$ cat src/rtl/tft_pkg.sv
// tft_pkg: shared definitions for the TFT SPI command path.
//   tft_state_e     - transmitter phase encoding (IDLE, LOW, HIGH, HOLD)
//   DC_COMM/DC_DATA - encoding of the panel D/C line
//   CLK_DIV_DEFAULT - default clk cycles per SCK half-period
package tft_pkg;

   typedef enum logic [1:0] {
      IDLE = 2'd0,
      LOW  = 2'd1,
      HIGH = 2'd2,
      HOLD = 2'd3
   } tft_state_e;

   localparam logic DC_COMM = 1'b0;
   localparam logic DC_DATA = 1'b1;

   localparam int unsigned CLK_DIV_DEFAULT = 2;

endpackage

$ cat src/rtl/tft_spi_tick.sv
// tft_spi_tick: reloadable down-counter that paces every SPI phase.
// A load restarts the phase; tick is high during the last of the
// CLK_DIV cycles that follow the load.
//   clk  - system clock
//   rst  - asynchronous active-high reset
//   load - restart the count (asserted on every phase change)
//   tick - current phase has lasted CLK_DIV cycles
module tft_spi_tick
   import tft_pkg::*;
#(
   parameter int unsigned CLK_DIV = CLK_DIV_DEFAULT
) (
   input  logic clk,
   input  logic rst,
   input  logic load,
   output logic tick
);

   localparam int unsigned CNT_W = $clog2(CLK_DIV + 1);
   localparam logic [CNT_W-1:0] RELOAD = CNT_W'(CLK_DIV - 1);

   logic [CNT_W-1:0] cnt;

   // Counting down to zero and holding there: no wrap between phases,
   // the FSM always reloads on the cycle it changes state.
   always_ff @(posedge clk or posedge rst) begin
      if (rst) begin
         cnt <= '0;
      end else if (load) begin
         cnt <= RELOAD;
      end else if (cnt != '0) begin
         cnt <= cnt - CNT_W'(1);
      end
   end

   assign tick = (cnt == '0);

endmodule

$ cat src/rtl/tft_spi_tx.sv
// tft_spi_tx: byte-level SPI mode-0 transmitter for the TFT panel.
// Takes one byte plus its D/C flag over a transmit/busy handshake and
// shifts it out MSB first. Owns chip select and the D/C pin.
//   clk, rst      - system clock, asynchronous active-high reset
//   tft_transmit  - single-cycle request, honoured only while tft_busy=0
//   tft_dc        - 0=command, 1=data; captured with the request
//   tft_data      - byte to send; captured with the request
//   tft_busy      - a byte is in flight (17*CLK_DIV cycles)
//   overrun       - sticky: a request arrived while busy
//   spi_sck       - serial clock, idle low
//   spi_mosi      - serial data, MSB first
//   spi_cs_n      - chip select, active low
//   spi_dc        - D/C pin, holds the last accepted flag
module tft_spi_tx
   import tft_pkg::*;
#(
   parameter int unsigned CLK_DIV = CLK_DIV_DEFAULT
) (
   input  logic       clk,
   input  logic       rst,
   input  logic       tft_transmit,
   input  logic       tft_dc,
   input  logic [7:0] tft_data,
   output logic       tft_busy,
   output logic       overrun,
   output logic       spi_sck,
   output logic       spi_mosi,
   output logic       spi_cs_n,
   output logic       spi_dc
);

   tft_state_e state, state_d;

   logic       tick;
   logic       load;
   logic       accept;
   logic       shift;
   logic [7:0] shreg;
   logic [2:0] bit_cnt;

   tft_spi_tick #(
      .CLK_DIV (CLK_DIV)
   ) u_tick (
      .clk  (clk),
      .rst  (rst),
      .load (load),
      .tick (tick)
   );

   always_ff @(posedge clk or posedge rst) begin
      if (rst) begin
         state <= IDLE;
      end else begin
         state <= state_d;
      end
   end

   // Every state change reloads the divider so each phase lasts exactly
   // CLK_DIV cycles measured from its own entry.
   always_comb begin
      state_d = state;
      load    = 1'b0;
      accept  = 1'b0;
      shift   = 1'b0;
      case (state)
         IDLE: begin
            if (tft_transmit && !tft_busy) begin
               accept  = 1'b1;
               load    = 1'b1;
               state_d = LOW;
            end
         end
         LOW: begin
            if (tick) begin
               load    = 1'b1;
               state_d = HIGH;
            end
         end
         HIGH: begin
            if (tick) begin
               load = 1'b1;
               if (bit_cnt == 3'd7) begin
                  state_d = HOLD;
               end else begin
                  shift   = 1'b1;
                  state_d = LOW;
               end
            end
         end
         HOLD: begin
            if (tick) begin
               load    = 1'b1;
               state_d = IDLE;
            end
         end
         default: begin
            state_d = IDLE;
         end
      endcase
   end

   // Shift register carries no control meaning, so it is left unreset;
   // it is always loaded on accept before any bit is driven from it.
   always_ff @(posedge clk) begin
      if (accept) begin
         shreg <= tft_data;
      end else if (shift) begin
         shreg <= {shreg[6:0], 1'b0};
      end
   end

   // Outputs are registered from the next state so they line up with
   // the phase the FSM is entering. MOSI moves only on LOW entry, i.e.
   // at the start of the byte or on the falling SCK edge.
   always_ff @(posedge clk or posedge rst) begin
      if (rst) begin
         bit_cnt  <= 3'd0;
         spi_mosi <= 1'b0;
         spi_dc   <= DC_COMM;
         tft_busy <= 1'b0;
         spi_cs_n <= 1'b1;
         spi_sck  <= 1'b0;
         overrun  <= 1'b0;
      end else begin
         if (accept) begin
            bit_cnt  <= 3'd0;
            spi_mosi <= tft_data[7];
            spi_dc   <= tft_dc;
         end else if (shift) begin
            bit_cnt  <= bit_cnt + 3'd1;
            spi_mosi <= shreg[6];
         end
         tft_busy <= (state_d != IDLE);
         spi_cs_n <= (state_d == IDLE);
         spi_sck  <= (state_d == HIGH);
         if (tft_transmit && tft_busy) begin
            overrun <= 1'b1;
         end
      end
   end

endmodule

$ cat config.mk
export PLATFORM = sky130hd
export DESIGN_NAME = tft_spi_tx
export DESIGN_NICKNAME = d
export VERILOG_FILES = /design/src/rtl/tft_pkg.sv /design/src/rtl/tft_spi_tick.sv /design/src/rtl/tft_spi_tx.sv
export SDC_FILE = /design/constraint.sdc
export NUM_CORES = 1
export LEC_CHECK = 0
export CAP_MARGIN = 20
export CORE_MARGIN = 2
export CORE_UTILIZATION = 49
export CTS_CLUSTER_SIZE = 12
export DETAILED_ROUTE_END_ITERATION = 6
export GPL_TIMING_DRIVEN = 0
export PLACE_DENSITY = 0.76
export SLEW_MARGIN = 40
export SYNTH_ARGS = -nofsm -noshare
export SYNTH_HDL_FRONTEND = slang
export SYNTH_SLANG_ARGS = --single-unit
$ cat constraint.sdc
create_clock -name clk -period 2.38 [get_ports clk]
set_input_delay 0.357 -clock clk [delete_from_list [all_inputs] [get_ports clk]]
set_output_delay 0.357 -clock clk [all_outputs]
set_load 0.02 [all_outputs]
# After elaboration in Yosys (flattened, before gate mapping)
# Cells that the tools add are included.
[totals]
output_inout_bits = 6
register_bits = 20
input_bits = 12
elab_cells = 49
[classes]
n_mux = 21
n_reduce_logical = 11
eq_ne = 5
add_sub_neg = 2
[ops]
columns = ["cell", "count"]
rows = [
  ["$mux 2", 7],
  ["$mux 7", 2],
  ["$mux 1", 8],
  ["$pmux 2 s4", 1],
  ["$reduce_bool 2->1", 4],
  ["$eq 2x2->1 const B", 3],
  ["$logic_not 2->1", 3],
  ["$mux 3", 2],
  ["$add 3x1->3 const B", 1],
  ["$eq 3x3->1 const B", 1],
  ["$reduce_or 3->1", 1],
  ["$eq 2x1->1 const B", 1],
  ["$logic_and 1x1->1", 2],
  ["$pmux 1 s2", 1],
  ["$sub 2x1->2 const B", 1],
  ["$logic_not 1->1", 1],
]

# Logic depth before layout (Yosys ltp)
# Gate-level depths: netlist (run 1).
[depth]
depth_word = 6
mapped_depth = 6
depth_no_buf = 6

# Cells and area by module
# From an unflattened synthesis (run 1), not the netlist that was laid out.
[unflattened]
hier_cells = 73
hier_area_um2 = 924.6
[by_module_without_submodules]
columns = ["mod", "n_inst", "cells_per_inst", "seq_area_each_um2", "area_each_um2"]
rows = [
  ["tft_spi_tx", 1, 63, 486.7, 822.0],
  ["tft_spi_tick", 1, 10, 50.0, 102.6],
]

# Worst setup path after synthesis (run 1)
# No wires, ideal clock.
[synth_path]
kind = "reg-to-reg"
start = "reg bit_cnt[0]"
end = "reg shreg[0] (enable)"
t_required_ns = 2.074
stages_incl_launch_ff = 6
setup_ns = 0.306
period_less_slack_ns = 1.659
path_slack_ns = 0.721
path_buffers = 1
t_arrival_ns = 1.352
path_cell_list = "dfrtp_1 ha_1 ha_1 and4bb_2 buf_2 or2_2"
[synth_between]
elab_chain_cells = 5
[synth_rtl]
columns = ["element", "line_no", "source"]
rows = [
  ["from (decl)", "tft_spi_tx.sv:39", "logic [2:0] bit_cnt;"],
  ["from (signal assigned)", "tft_spi_tx.sv:130", "bit_cnt <= bit_cnt + 3'd1;"],
  ["$eq 3x3->1", "tft_spi_tx.sv:82", "if (bit_cnt == 3'd7) begin"],
  ["$mux 1", "tft_spi_tx.sv:82", ""],
  ["$mux 1", "tft_spi_tx.sv:80", "if (tick) begin"],
  ["$mux 1", "tft_spi_tx.sv:65", "case (state)"],
  ["$reduce_bool 2->1 (no source line)", "--", ""],
  ["to (signal assigned)", "tft_spi_tx.sv:106", "shreg <= tft_data;"],
  ["to (signal assigned)", "tft_spi_tx.sv:108", "shreg <= {shreg[6:0], 1'b0};"],
  ["to (decl)", "tft_spi_tx.sv:38", "logic [7:0] shreg;"],
]
# Every way passes these cells.
# A chain may end at the register's enable or synchronous reset.

# Worst setup path in the final report (run 1)
[layout_path]
start = "reg bit_cnt[0]"
end = "reg shreg[1] (enable)"
# The elaborated chain is that of the path after synthesis.

==> results of run 1 <==
## Yosys cell counts (all sizes together), types with 2 or more instances
cell type	count	area share
o21ai	3	0.016
mux2	7	0.088
buf	3	0.029
edfxtp	7	0.22
mux2i	3	0.032
nand2	3	0.012
nor2	5	0.020
dfrtp	12	0.32
ha	4	0.053
inv	4	0.016
nor3b	2	0.016
nand3b	2	0.016
and2	2	0.015
## layout make-up
cell class / count / share of cell area
clock buffers: 4 / 0.0225
multi-input cells: 42 / 0.309
well taps: 25 / 0.0268
repair buffers: 17 / 0.146
flip-flops and latches: 20 / 0.459
plain buffers: 3 / 0.0236
inverters: 4 / 0.0128
## per-layer routing
layer  vias up  global-route usage  wire length, um
met5         -                   0                0
met4         0              0.0486               20
met3         4              0.0340               55
met2        10               0.248              762
met1       270               0.204              679
li1        282                   -                -
## state kept, by name, summed over array words and instances, names as in the netlist
name / cells
shreg: 7
bit_cnt: 3
state: 2
u_tick.cnt: 2
overrun: 1
spi_cs_n: 1
spi_dc: 1
spi_mosi: 1
spi_sck: 1
tft_busy: 1
## cells in the final DEF (no fill, tap or decap), drive strengths merged, types with 2 or more instances in the layout
master | netlist | layout
nand3b | 2 | 2
buf | 3 | 3
mux2 | 7 | 7
clkdlybuf4s50 | 0 | 17
nor3b | 2 | 2
nand2 | 3 | 3
mux2i | 3 | 3
inv | 4 | 4
and2 | 2 | 2
clkbuf | 0 | 4
nor2 | 5 | 5
o21ai | 3 | 3
dfrtp | 12 | 12
ha | 4 | 4
edfxtp | 7 | 7
## power breakdown
| group | internal (W) | switching, W |
|---|---|---|
| clock network | 0.0000653 | 0.000102 |
| logic | 0.000292 | 0.000271 |
| registers | 0.000500 | 0.0000722 |
| total | 0.000857 | 0.000444 |
## kinds of logic (layout without fill, tap and decap cells)
logic type / count (synthesis) / in the layout / share of synthesized area
AOI/OAI and AO/OA: 7 / 7 / 0.0532
xor gates and xnor gates: 2 / 2 / 0.0186
adders and majority gates: 4 / 4 / 0.0532
buffers and inverters: 7 / 28 / 0.0452
DFF: 20 / 20 / 0.570
muxes: 10 / 10 / 0.120
and+or+nand+nor: 19 / 19 / 0.140
## worst max path at each step
stage | startpoint | end | slack, ns
3_3_place_gp | tft_transmit | shreg[0] | 0.29
4_1_cts | bit_cnt[0] | shreg[1] | 0.55
5_1_grt | bit_cnt[0] | shreg[1] | 0.48
6_report | bit_cnt[0] | shreg[1] | 0.56
2_1_floorplan | bit_cnt[0] | shreg[0] | 0.72
3_5_place_dp | tft_transmit | shreg[0] | 0.29
## metrics by stage
stage                     setup WS, ns  cell area [sq um]  hold slack (ns)  power (W)   util
after CTS                        0.554               1170            0.376    0.00131  0.662
after floorplan                  0.721                941            0.233   0.000969      -
final                            0.561               1170            0.361    0.00130  0.662
after global routing             0.477               1170            0.434    0.00139  0.662
after global placement           0.287               1140            0.439    0.00111  0.648
after detailed placement         0.288               1140            0.447    0.00115  0.648
==> flow_metrics.tcl, run 1 <==
set metrics [dict create \
    clk_latency_ns 0.30 \
    wl_mm 1.52 \
    core_area_sq_um 1760 \
    synthCells 69 \
    fin_crit_sh 0.764 \
    p_leak_nw 0.486 \
    crit_top_cell "ha_1" \
    syn_to_final_growth_pct 24.2 \
    setup_tns_ns 0 \
    portBuffers 17 \
    worst_path_largest_cell_delay_ns 0.42 \
    cp_slowest_cell "dfrtp_1" \
    critPathKind "reg2reg" \
    powerDensity_nw_per_um2 1110 \
    drc 0 \
    endpoint_kind "flip-flop" \
    cp-start-kind "flip-flop" \
    reg2reg_depth 5 \
    num_antenna_cells 0 \
    drtIter0Drc 2 \
    postCtsSetupRepairBufs 0 \
    cts.clk_slew.worst_paths_ns 0.11 \
    fin_worst_skew_ns 0.00808 \
    hold_violations 0 \
    setup-violations-final 0 \
    cts_buffer_depth 2 \
    timing.rr.end "shreg[1]" \
    ant_nets 0 \
    cp.required_ns 2.38 \
    synth_seq_cells 20 \
    track_usage 0.153 \
    path_delay_family "simple AND/OR/NAND/NOR gates" \
    vias 566 \
    gp_congestion 0.709 \
    rows 15 \
    arrival_ns 1.82 \
    first_pass_iters 2 \
    grt_pass1_wl_mm 2.33 \
    antenna_found_initial 0 \
    syn_area_sq_um 941 \
    via_per_inst 4.92 \
    cts_tree "done" \
    synth-main-ff-cell "dfrtp_1" \
    cp.buffers_inverters 1 \
    wl_per_cell_um 13.2 \
    grt_pass1_vias 542 \
    avgSynthCellArea_sq_um 13.6 \
    htreeDepth 1 \
    fin_cells 115 \
    boundaryPins 18 \
    drive_gt1_frac 0.222 \
    cts_hold_buf 0 \
    cts_root_buf "clkbuf_4" \
    synth_warnings 0 \
    hold_class "in2async" \
    num-fill-cells 147 \
    ys_seq_area_frac 0.570 \
    initial_core_util 0.533 \
    place_hpwl_mm 1.17 \
    dp.cells 111 \
    postSynth.asyncResetShare 0.650 \
    grt_max_degree 14 \
    multi_input_area_sq_um 362 \
    status "finished clean" \
    cp_max_fo 7 \
    cts_resized 0 \
    numCtsBuffers 3 \
    cp_num_cells 5 \
    maxSlewViolCount 0 \
    fmax_mhz 550 \
    min_period_ns 1.82 \
    drv_cap 0 \
    synth.net_count 85 \
    synth_cell_types 28 \
    grt_overflow_total 0 \
    rr_startpoint "bit_cnt[0]" \
    synth_edf_count 7 \
    die_y_um 47.8 \
    worst_slew_pin_slew_ns 0.523 \
    dieArea_sq_um 2290 \
    fp.dieW_um 47.8 \
    vdd_ir_drop_max_mv 0.688 \
    seqCellArea_sq_um 537 \
    cts_sinks 20 \
    rsz0062_at_grt "false" \
    slew_headroom 0.650 \
    crit_chain "ha_1, ha_1, and4bb_2, buf_2, or2_2" \
    final_nets 107 \
    reg2reg_setup_slack_ns 0.56 \
]
No activity file was read; power rests on OpenSTA's default activity.
==> run 2, diff against run 1 <==
Clock period 2.38 ns to 1.73 ns, I/O delays scaled along.
==> flow_metrics.tcl, run 2 (synthesis results as in run 1) <==
set metrics [dict create \
    largest_reg_flops 7 \
    setup-violations-final 0 \
    grt_max_degree 14 \
    status "finished clean" \
    wl_per_cell_um 13.0 \
    reg_top3 "shreg (7), bit_cnt (3)" \
    rr_startpoint "bit_cnt[0]" \
    initial_core_util 0.533 \
    fin_util 0.667 \
    multi_input_area_sq_um 368 \
    fin_worst_skew_ns 0.00817 \
    slew_headroom 0.672 \
    mostFrequentLayoutCells "17 x clkdlybuf4s50_1, 12 x dfrtp_1, 7 x edfxtp_1" \
    fin_cells 115 \
    cp.required_ns 1.74 \
    cts_sinks 20 \
    p_leak_nw 0.486 \
    drive_gt1_frac 0.222 \
    portBuffers 17 \
    hold_violations 0 \
    fin_crit_sh 0.966 \
    syn_to_final_growth_pct 25.1 \
    num-fill-cells 149 \
    cp-start-kind "flip-flop" \
    boundaryPins 18 \
    antenna_found_initial 0 \
    grt_pass1_wl_mm 2.30 \
    rows 15 \
    fp.dieW_um 47.8 \
    dieArea_sq_um 2290 \
    htreeDepth 1 \
    drv_cap 0 \
    arrival_ns 1.68 \
    drtIter0Drc 2 \
    cts_buffer_depth 2 \
    rsz0062_at_grt "false" \
    clk_latency_ns 0.29 \
    crit_start "bit_cnt[0]" \
    core_area_sq_um 1760 \
    dp.cells 111 \
    layout_commonest_cell "clkdlybuf4s50_1" \
    grt_overflow_total 0 \
    die_y_um 47.8 \
    vias 566 \
    vdd_ir_drop_max_mv 0.946 \
    via_per_inst 4.92 \
    cts.clk_slew.worst_paths_ns 0.11 \
    endpoint_kind "flip-flop" \
    gp_congestion 0.709 \
    largest_register "shreg" \
    critPathKind "reg2reg" \
    worst_slew_pin_slew_ns 0.491 \
    numCtsBuffers 3 \
    track_usage 0.151 \
    maxSlewViolCount 0 \
    fmax_mhz 599 \
    grt_pass1_vias 533 \
    seqCellArea_sq_um 537 \
    cts_tree "done" \
    place_hpwl_mm 1.17 \
    drc 0 \
    cts_root_buf "clkbuf_4" \
    wl_mm 1.50 \
    first_pass_iters 4 \
    ant_nets 0 \
    cts_hold_buf 0 \
    hold_class "in2async" \
    final_nets 107 \
    cp_max_fo 7 \
    reg2reg_depth 4 \
    num_antenna_cells 0 \
    min_period_ns 1.67 \
    powerDensity_nw_per_um2 1530 \
]
## run 2: cell counts in the layout (fill, tap and decap cells not counted)
No cell type changed its count.
## run 2: worst max-delay path: stages (launching register included)
cell and delay, ns:
dfrtp_1 0.41, ha_1 0.21, ha_1 0.20, and4bb_4 0.37, or2_4 0.20
## run 2: power breakdown
group          leakage (nW)  total [W]  internal (W)  switching, W
Combinational         0.251   0.000787      0.000413      0.000374
Sequential            0.220   0.000786      0.000687     0.0000986
Clock                0.0150   0.000225     0.0000896      0.000136
## run 2: final cells by class
cell class / count / area share
plain buffers: 2 / 0.0191
flip-flops and latches: 20 / 0.456
multi-input cells: 42 / 0.312
clock buffers: 4 / 0.0223
well taps: 25 / 0.0266
repair buffers: 18 / 0.151
inverters: 4 / 0.0128
## run 2: final timing paths
path | to | slack, ns
min reg2reg | overrun | 0.47
max in group asynchronous | spi_cs_n | 1.10
min | u_tick.cnt[1] | 0.27
max reg2reg | shreg[1] | 0.06
max | shreg[1] | 0.06
min in group clk | overrun | 0.47
## run 2: metal layers
metal,part of all wire,vias to the layer above,track usage,wire (um)
li1,-,282,-,-
met1,0.45,274,0.202,679
met2,0.51,8,0.245,763
met3,0.035,2,0.0340,52
met4,0.0027,0,0.0486,4
met5,0,-,0,0
## run 2: metrics by stage
stage | hold WS, ns | setup slack (ns) | setup TNS [ns] | area, sq um | power (W)
after floorplan | 0.136 | 0.0715 | 0 | 941 | 0.00133
after detailed placement | 0.447 | -0.264 | -3.01 | 1140 | 0.00158
final | 0.271 | 0.0595 | 0 | 1180 | 0.00180
after global placement | 0.439 | -0.265 | -3.09 | 1140 | 0.00153
after CTS | 0.279 | 0.00394 | 0 | 1170 | 0.00181
after global routing | 0.337 | 0.00577 | 0 | 1180 | 0.00192
## run 2: what timing repair did
item,in CTS,in global routing
resized for setup,1,1
buffers inserted,0,1
endpoints found under the setup margin,7,10
pin swaps,1,3
==> run 3, diff against run 2 <==
Settings changed: PLACE_DENSITY 0.76 to 0.75.
Clock period 1.73 ns to 1.7 ns, I/O delays scaled along.
==> flow_metrics.tcl, run 3 (synthesis results as in run 1) <==
set metrics [dict create \
    track_usage 0.159 \
    reg2reg_depth 3 \
    powerDensity_nw_per_um2 1590 \
    portBuffers 17 \
    multi_input_area_sq_um 368 \
    place_hpwl_mm 1.14 \
    arrival_ns 1.38 \
    total_power_w 0.00193 \
    cp_slowest_cell "clkdlybuf4s50_1" \
    cts_buffer_depth 2 \
    cts_root_buf "clkbuf_4" \
    num_antenna_cells 0 \
    drive_gt1_frac 0.250 \
    gp_congestion 0.668 \
    cts.clk_slew.worst_paths_ns 0.11 \
    vias 563 \
    internal_power_w 0.00131 \
    cts_tree "done" \
    combPwrFrac 0.420 \
    core_area_sq_um 1760 \
    reg2reg_setup_slack_ns 0.08 \
    die_y_um 47.8 \
    worst_path_largest_cell_delay_ns 0.64 \
    htreeDepth 1 \
    p_switching_w 0.000628 \
    fin_crit_sh 0.962 \
    critPathKind "reg2out" \
    endpoint_kind "primary output" \
    first_pass_iters 2 \
    drtIter0Drc 1 \
    drv_cap 0 \
    setup_tns_ns 0 \
    layout_commonest_cell "clkdlybuf4s50_1" \
    crit_end "tft_busy" \
    cp-start-kind "flip-flop" \
    crit_chain "clkdlybuf4s50_1" \
    syn_to_final_growth_pct 29.3 \
    wl_per_cell_um 12.9 \
    maxSlewViolCount 0 \
    boundaryPins 18 \
    grt_pass1_vias 507 \
    grt_max_degree 14 \
    largest_register "shreg" \
    rows 15 \
    fp.dieW_um 47.8 \
    cp_max_fo 4 \
    rr_startpoint "state[1]" \
    hold_class "in2async" \
    timing.rr.end "shreg[5]" \
    antenna_found_initial 0 \
    wl_mm 1.51 \
    drc 0 \
    final_nets 109 \
    cp_num_cells 1 \
    crit_start "tft_busy" \
    dieArea_sq_um 2290 \
    fin_worst_skew_ns 0.00521 \
    cp.required_ns 1.44 \
    cts_sinks 20 \
    path_delay_family "buffers and inverters" \
    power.share.switching 0.325 \
    setup-violations-final 0 \
    status "finished clean" \
    cp.buffers_inverters 1 \
    mostFrequentLayoutCells "16 x clkdlybuf4s50_1, 12 x dfrtp_1, 7 x edfxtp_1" \
    p_leak_nw 0.520 \
    initial_core_util 0.533 \
    seq_power_share 0.415 \
    largest_reg_flops 7 \
    num-fill-cells 146 \
    min_period_ns 1.64 \
    grt_overflow_total 0 \
    vdd_ir_drop_max_mv 0.991 \
    slew_headroom 0.683 \
    seqCellArea_sq_um 537 \
    reg_top3 "shreg (7), bit_cnt (3)" \
    numCtsBuffers 3 \
    grt_pass1_wl_mm 2.35 \
    worst_slew_pin_slew_ns 0.474 \
    clockPowerShare 0.166 \
    hold_violations 0 \
    rsz0062_at_grt "false" \
    fmax_mhz 611 \
    ant_nets 0 \
    via_per_inst 4.81 \
    clk_latency_ns 0.30 \
]
run 3: area by class of cell:
type | count | area share
tap | 25 | 0.0257
timing repair buffer | 20 | 0.160
multi-input combinational | 42 | 0.302
sequential | 20 | 0.441
buffer | 2 | 0.0185
clock buffer | 4 | 0.0391
inverter | 4 | 0.0123
run 3: repair_timing:
action | CTS | global route
resized for setup | 2 | 1
hold buffers | 0 | 0
gates cloned | 0 | 0
pin swaps | 2 | 1
setup endpoints to repair | 12 | 9
setup buffers | 1 | 2
run 3: metrics by stage:
stage,hold WS (ns),utilization,setup WS (ns),cell area (sq um),instances
5_1_grt,0.312,0.689,0.0120,1220,117
3_3_place_gp,0.438,0.648,-0.292,1140,111
3_5_place_dp,0.445,0.648,-0.323,1140,111
6_report,0.280,0.689,0.0645,1220,117
4_1_cts,0.302,0.679,0.00643,1200,115
2_1_floorplan,0.131,-,0.0415,941,69
run 3: how the worst min path moves through the flow:
stage | startpoint | end | slack, ns | depth (start not counted)
after floorplan | rst | bit_cnt[0] | 0.13 | 1
after global placement | overrun | overrun | 0.44 | 1
after detailed placement | overrun | overrun | 0.45 | 1
after CTS | rst | bit_cnt[0] | 0.30 | 2
after global routing | rst | bit_cnt[1] | 0.31 | 2
final | rst | bit_cnt[0] | 0.28 | 2
run 3: metal layers:
layer  wire (um)  GRT usage  share of wire  up-vias
li1            -          -              -      285
met1         717      0.203           0.47      270
met2         748      0.237           0.49        8
met3          47     0.0679          0.031        0
met4           0     0.0649              0        0
met5           0          0              0        -
run 3: power by group through the flow:
stage          clock (W)  sequential (W)  combinational [W]
3_5_place_dp           0        0.000814           0.000795
5_1_grt         0.000353        0.000824           0.000894
3_3_place_gp           0        0.000799           0.000762
6_report        0.000320        0.000802           0.000812
4_1_cts         0.000332        0.000805           0.000813
2_1_floorplan          0        0.000858           0.000499
